File: src/rtl/regfile_dump_pkg.sv
// regfile_dump_pkg: register file geometry and dump engine state encodings
package regfile_dump_pkg;
  localparam int REG_DATA_W = 32;
  localparam int REG_ADDR_W = 5;
  localparam int NUM_REGS   = 2 ** REG_ADDR_W;
  typedef enum logic [1:0] {DUMP_IDLE, DUMP_SEND, DUMP_DONE} dump_state_e;
endpackage

File: src/rtl/regfile_dump.sv
// regfile_dump: sweeps a register address range and streams each word out over valid/ready
module regfile_dump
  import regfile_dump_pkg::*;
#(
  parameter int DATA_W = REG_DATA_W,
  parameter int ADDR_W = REG_ADDR_W
) (
  input  logic              clk,
  input  logic              rst,
  input  logic              start,
  input  logic [ADDR_W-1:0] first,
  input  logic [ADDR_W-1:0] last,
  output logic              busy,
  output logic              done,
  output logic [ADDR_W-1:0] ra,
  input  logic [DATA_W-1:0] rd,
  output logic              out_valid,
  input  logic              out_ready,
  output logic [DATA_W-1:0] out_data,
  output logic [ADDR_W-1:0] out_addr,
  output logic              out_last
);
  dump_state_e       state_q, state_d;
  logic [ADDR_W-1:0] ptr_q, ptr_d, last_q, last_d, out_addr_q, out_addr_d;
  logic [DATA_W-1:0] out_data_q, out_data_d;
  logic              issued_q, issued_d, out_valid_q, out_valid_d, out_last_q, out_last_d;
  logic              ld, hs;
  always_comb begin
    state_d    = state_q;
    ptr_d      = ptr_q;
    last_d     = last_q;
    issued_d   = issued_q;
    out_valid_d = out_valid_q;
    out_data_d = out_data_q;
    out_addr_d = out_addr_q;
    out_last_d = out_last_q;
    hs = out_valid_q && out_ready;
    ld = (state_q == DUMP_SEND) && (!out_valid_q || out_ready) && !issued_q;
    if (state_q == DUMP_IDLE && start) begin
      ptr_d    = first;
      last_d   = last;
      issued_d = 1'b0;
      state_d  = DUMP_SEND;
    end
    if (state_q == DUMP_DONE) state_d = DUMP_IDLE;
    // Pointer stops on the final register; ADDR_W-bit arithmetic gives the modulo wrap
    if (ld) begin
      out_data_d  = rd;
      out_addr_d  = ptr_q;
      out_last_d  = ptr_q == last_q;
      out_valid_d = 1'b1;
      if (ptr_q == last_q) issued_d = 1'b1;
      else ptr_d = ptr_q + 1'b1;
    end else if (hs) out_valid_d = 1'b0;
    if (state_q == DUMP_SEND && hs && out_last_q) state_d = DUMP_DONE;
  end
  always_ff @(posedge clk) begin
    if (rst) begin
      state_q     <= DUMP_IDLE;
      ptr_q       <= '0;
      last_q      <= '0;
      issued_q    <= 1'b0;
      out_valid_q <= 1'b0;
      out_data_q  <= '0;
      out_addr_q  <= '0;
      out_last_q  <= 1'b0;
    end else begin
      state_q     <= state_d;
      ptr_q       <= ptr_d;
      last_q      <= last_d;
      issued_q    <= issued_d;
      out_valid_q <= out_valid_d;
      out_data_q  <= out_data_d;
      out_addr_q  <= out_addr_d;
      out_last_q  <= out_last_d;
    end
  end
  assign busy      = state_q == DUMP_SEND;
  assign done      = state_q == DUMP_DONE;
  assign ra        = ptr_q;
  assign out_valid = out_valid_q;
  assign out_data  = out_data_q;
  assign out_addr  = out_addr_q;
  assign out_last  = out_last_q;
endmodule
File: config.mk
export PLATFORM = sky130hd
export DESIGN_NAME = regfile_dump
export DESIGN_NICKNAME = d
export VERILOG_FILES = /design/src/rtl/regfile_dump_pkg.sv /design/src/rtl/regfile_dump.sv
export SDC_FILE = /design/constraint.sdc
export NUM_CORES = 1
export LEC_CHECK = 0
export CAP_MARGIN = 20
export CELL_PAD_IN_SITES_DETAIL_PLACEMENT = 0
export CELL_PAD_IN_SITES_GLOBAL_PLACEMENT = 1
export CORE_ASPECT_RATIO = 0.9
export CORE_MARGIN = 4
export CORE_UTILIZATION = 28
export DETAILED_ROUTE_END_ITERATION = 10
export GPL_TIMING_DRIVEN = 0
export PLACE_DENSITY_LB_ADDON = 0.1
export SLEW_MARGIN = 10
export SYNTH_ARGS = -nofsm -noshare
export SYNTH_HDL_FRONTEND = slang
export SYNTH_SLANG_ARGS = --single-unit
File: constraint.sdc
create_clock -name clk -period 1.8 [get_ports clk]
set_input_delay 0.45 -clock clk [delete_from_list [all_inputs] [get_ports clk]]
set_output_delay 0.45 -clock clk [all_outputs]
set_load 0.02 [all_outputs]
== Word-level counts from Yosys, hierarchy flattened ==
Index checks and enable logic that the tools add are counted.

* Order comparisons: 0
* Shift operators: 0
* Divide/modulo/power cells: 0
* Equal/unequal tests: 3
* Reductions and logical operators: 13
* Multiply operators: 0
* Add/subtract/negate cells: 1
* Multiplexer cells: 11
* Bitwise logic cells: 0

{| class="wikitable"
|+ Operators with widths
! cell !! number
|-
| $mux W5 || 3
|-
| $logic_and A1 B1 Y1 || 6
|-
| $mux W2 || 3
|-
| $add A5 B1 Y5 const B || 1
|-
| $eq A5 B5 Y1 || 1
|-
| $mux W1 || 5
|-
| $reduce_bool A3 Y1 || 1
|-
| $reduce_or A3 Y1 || 1
|-
| $eq A2 B1 Y1 const B || 1
|-
| $eq A2 B2 Y1 const B || 1
|-
| $logic_not A1 Y1 || 2
|-
| $logic_not A2 Y1 || 1
|-
| $reduce_bool A2 Y1 || 1
|-
| $logic_or A1 B1 Y1 || 1
|}

* Memory bits (read-only): 0
* Latch bits: 0
* Memories: 0
* Register bits: 52
* Bits of input ports: 46
* Output and inout bits: 46
* Memory bits (writable): 0
* Word-level logic and storage cells: 37

== Depth between registers and ports, before layout ==
* Depth after elaboration: 5
* Depth in mapped cells: 6
* Mapped depth without buffers: 6

== Worst setup path before layout ==
OpenSTA, ideal clock, no wires.

* Path type: register to register
* Start: register ptr_q[2] (netlist: ra[2])
* End: register ptr_q[4] (netlist: ra[4])
* Slack: 0.179 ns
* Required time: 1.719 ns
* Data arrival time: 1.540 ns
* Clock period less this slack: 1.621 ns
* Buffers on the path: 1
* Stages on the path, launching flop included: 6
* Cells stage by stage: dfxtp_1 > clkbuf_1 > xor2_1 > o21ai_2 > or3_1 > a41oi_1

* Cells in the longest elaborated chain, start to end: 3
* Elaborated cells on any way between the ends: 4
* Classes of those cells: add/sub: 1; eq/ne: 1; mux: 2

{| class="wikitable"
|+ RTL lines
! item !! line !! text
|-
| from (decl) || regfile_dump.sv:24 || <nowiki>logic [ADDR_W-1:0] ptr_q, ptr_d, last_q, last_d, out_addr_q, out_addr_d;</nowiki>
|-
| from (signal assigned) || regfile_dump.sv:69 || <nowiki>ptr_q <= ptr_d;</nowiki>
|-
| $add A5 B1 Y5 / $eq A5 B5 Y1 (equally long branches) || regfile_dump.sv:53, regfile_dump.sv:52 ||
|-
| $mux W5 * || regfile_dump.sv:52 || <nowiki>if (ptr_q == last_q) issued_d = 1'b1;</nowiki>
|-
| $mux W5 * || regfile_dump.sv:47 || <nowiki>if (ld) begin</nowiki>
|}

Every way passes the cells marked *; elsewhere a longest branch is shown, timed or not.
A chain may end at the register's enable or synchronous reset.

== Worst setup path after layout ==
* Start: input port out_ready
* End: register ptr_q[4] (netlist: ra[4])

* Cells in the longest elaborated chain, start to end: 4

{| class="wikitable"
|+ RTL lines
! item !! line !! text
|-
| from (decl) || regfile_dump.sv:18 || <nowiki>input logic out_ready,</nowiki>
|-
| $logic_or A1 B1 Y1 || regfile_dump.sv:38 || <nowiki>ld = (state_q == DUMP_SEND) && (!out_valid_q || out_ready) && !issued_q;</nowiki>
|-
| $logic_and A1 B1 Y1 (2 in a row) || regfile_dump.sv:38 ||
|-
| $mux W5 || regfile_dump.sv:47 ||
|}

Every way passes these cells.

==> run summary <==
Once layout is complete, the utilization of the core stands at 46.5%. The initial standard-cell utilization of the core is 29.5%. The number of storage elements in the synthesis netlist is 52.

The proportion of register bits with asynchronous set or reset after synthesis is 0%. For this block, the routed nets add up to approximately 5.7 mm of wire. In this run the critical register-to-register path is launched from ra[2]$_SDFF_PP0_. The count of buffer and inverter cells on the critical path is 1. Buffers inserted to repair hold after CTS numbered 0. The number of placement rows is 28. Synthesis handed over a netlist of ~260 instances. For this design, the slowest cell found on the critical path is clkdlybuf4s50_1. The number of routed nets with antenna violations came out at 0. The stage delay of the slowest cell on the critical path is between 0.5 and 0.6 ns. STA classifies the critical path startpoint as an input pin. Compared with the post-synthesis result, the final layout area differs by 57.4%. The H-tree depth reported by CTS came out at 2. The final worst-path cycle share came out at 97.8%. The family with the most delay on the worst path is simple AND/OR/NAND/NOR gates. The required time reported for the critical path endpoint is 2.02 ns. The worst hold path stage count came out at 2. The antenna diode count is 0. The number of optimization iterations in the first detailed-route pass came out at 4.

The aggregate global routing overflow is 0. The routed design could run at a clock period as short as between 1.5 and 2 ns. The clock slew seen by the registers of the worst setup and hold paths is approximately 0.090 ns. Of the synthesized area, sequential elements account for 52.2%. The ratio of cells with drive above 1 in the final layout is 6.50%.

The Yosys warning count is 0. The worst setup path is captured at a flip-flop. After synthesis, the mean cell area works out to 7.83 um2.

The maximum number of pins on one net before global-route repair came out at 16. The number of enable flip-flop cells after synthesis is 0. In this run the worst path has a maximum fanout of 7.

The startpoint identified for the worst hold timing path is out_data[5]$_SDFFE_PP0P_. The clock tree buffer depth came out at 2. The worst-case clock skew came out at just over 0.008 ns.

The number of inserted filler cells in the final layout is between 600 and 700. In this run the register-to-register setup slack is 0.09 ns. The power density over cell area came out at approximately 820 nW/um2.

The final count of hold timing violations is 0. The placed wire-length estimate after detailed placement is 4.26 mm. When the netlist entered floorplanning its net count stood at 302.

The cell area that synthesis handed to floorplanning was 2000 um2. The number of pins exceeding their max-slew limit in the final report came out at 0. The path depth of the worst reg2reg path came out at 5. The reg-to-reg endpoint is ra[4]$_SDFF_PP0_.

The average detailed-routed wire length per instance came out at 12.8 um. The via count of the first global-routing pass came out at 1939. The critical path is of the in2reg type. After the flow finishes, the layout carries non-filler instances totaling 444. The total number of vias is 1974.

The wire length of the first global-routing pass is 9.28 mm. Static timing analysis puts the maximum clock frequency at approximately 570 MHz. The overall track demand over capacity in global routing came out at 13.5%. The run finished with clean final reports. Setup repair after global routing could not meet its margin everywhere. The min-delay analysis places its worst path in the category reg2reg. The post-route worst hold slack came out at 0.457 ns. Pin placement for this block handled 92 I/O pins. Input and output buffers added on the ports amount to 90. Measured against its own limit, the worst slew margin works out to 65.7%. The worst hold path terminates at out_data[5]$_SDFFE_PP0P_. In the final design database the tool counted 400 nets. Routability-driven placement finished with a final weighted congestion of 0.702. The leakage dissipation is roughly 1.2 nW. The tree is rooted in a clkbuf_8.

In the routed layout, each cell is associated on average with a via count of 4.45. Counting every sink on the clock net gives 52. The final number of setup-violating endpoints came out at 0. IR analysis of the VDD net gives a maximum drop of 0.000393 V. In this run, distinct cell masters in the synthesized netlist total 27.

The number of antenna violations at the first check in global routing is 0. The die width is 97.0 um. Traced cell by cell, the critical path runs through clkdlybuf4s50_1, nor2b_2, nor3_4, o21ai_2, or3_1, a41oi_1. The arrival time at the worst endpoint came out at 1.98 ns.

Setup total negative slack on the finished layout was measured at 0 ns. The clock buffer count from CTS is 5. The TritonCTS clock tree is done. The detailed router finished its first iteration with 53 violations. For this run, the leading register cell type out of synthesis is dfxtp_1. The floorplan step defined a die boundary enclosing 8540 um2.

The instance count after placement with tap cells included is roughly 440. Across the run, the number of max-cap violations was 0. The vertical die dimension came out at between 80 and 90 um. The core area came out at 6760 um2. At the pin with the least slew margin, the transition time is slightly above 0.5 ns. The number of remaining DRC errors is 0. The insertion delay of the later-clocked pin in the worst-skew pair is 0.30 ns.
## Yosys cell counts, drive strengths merged, types with 2 or more instances
library cell | number | area share (%)
dfxtp | 52 | 52
nand4 | 2 | 0.63
buf | 3 | 0.75
nand3 | 7 | 1.8
or3 | 3 | 0.94
o21ai | 2 | 0.69
a21oi | 45 | 11
xor2 | 2 | 0.88
xnor2 | 4 | 1.8
nor2b | 2 | 0.63
inv | 2 | 0.38
nor2 | 5 | 0.94
a31oi | 4 | 1.3
o211ai | 3 | 1.1
nand2 | 95 | 18
clkbuf | 15 | 2.9
## what timing repair did
item	in CTS	in global routing
pin swaps	1	2
buffers inserted	4	0
setup endpoints to repair	31	25
resized for setup	12	8
## stage by stage
step / setup WS [ns] / power [mW] / instance area (um2)
6_report: 0.0402 / 2.57 / 3140
5_1_grt: -0.000233 / 2.74 / 3140
4_1_cts: 0.00319 / 2.62 / 3130
3_5_place_dp: -0.408 / 1.92 / 3010
3_3_place_gp: -0.428 / 1.91 / 3010
2_1_floorplan: 0.179 / 1.61 / 2000
## cells in the final DEF (no fill, tap or decap), types with 4 or more instances in the layout
master           synthesis  layout
clkdlybuf4s50_1          0      82
a31oi_1                  4       4
nand3_1                  7       7
nor2_1                   5       5
clkbuf_8                 0       6
nand2_1                 95      95
clkbuf_1                14      10
dfxtp_1                 52      51
a21oi_1                 45      45
buf_4                    0       5
xnor2_1                  4       4
dlygate4sd2_1            0       6
## final cells by class
type / instances / area (um2) / area share (%)
tap: 90 / 113 / 3.58
inverter: 2 / 7.51 / 0.239
multi-input combinational: 183 / 882 / 28.1
sequential: 52 / 1040 / 33.2
clock inverter: 1 / 7.51 / 0.239
timing repair buffer: 94 / 928 / 29.5
buffer: 15 / 75.1 / 2.39
clock buffer: 7 / 86.3 / 2.75
## report_power, final
part | leakage [nW] | internal (mW) | switching, mW
clock | 0.0445 | 0.313 | 0.373
combinational | 0.689 | 0.295 | 0.312
sequential | 0.425 | 1.23 | 0.0538
## metal layers
metal,track usage [%],up-vias,part of all wire (%)
met5,0,-,0
met4,4.21,0,0.81
met3,5.65,4,8.7
met2,21.6,57,43
met1,16.7,883,47
li1,-,1030,-
## how the worst max path moves through the flow
| stage | start | end | slack (ns) | depth (start not counted) |
|---|---|---|---|---|
| after floorplan | ra[2]$_SDFF_PP0_ | ra[4]$_SDFF_PP0_ | 0.18 | 5 |
| after global placement | out_ready | ra[4]$_SDFF_PP0_ | -0.43 | 6 |
| after detailed placement | out_ready | out_data[7]$_SDFFE_PP0P_ | -0.41 | 7 |
| after CTS | out_ready | ra[4]$_SDFF_PP0_ | 0.003 | 6 |
| after global routing | ra[3]$_SDFF_PP0_ | ra[1]$_SDFF_PP0_ | -0.0002 | 6 |
| final | out_ready | ra[4]$_SDFF_PP0_ | 0.04 | 6 |
## cell families (layout without fill, tap and decap cells)
logic type	Yosys count	count (layout)	synth area share [%]
flops	52	52	52.2
buf+inv	20	119	4.01
compound gates	56	56	15.2
xor+xnor	6	6	2.63
simple gates	120	120	25.3
fa+ha+maj	1	1	0.627
## flip-flops by register name, indices dropped and copies added, names as in the netlist
| name | flops |
|---|---|
| out_data | 32 |
| last_q | 5 |
| out_addr | 5 |
| ra | 5 |
| state_q | 2 |
| issued_q | 1 |
| out_last | 1 |
| out_valid | 1 |
## tightest hold or removal path: stages (launching register included)
cell,delay (ns)
dfxtp_1,0.32
nand2_1,0.05
a21oi_1,0.05
(Power assumes the default switching activity.)
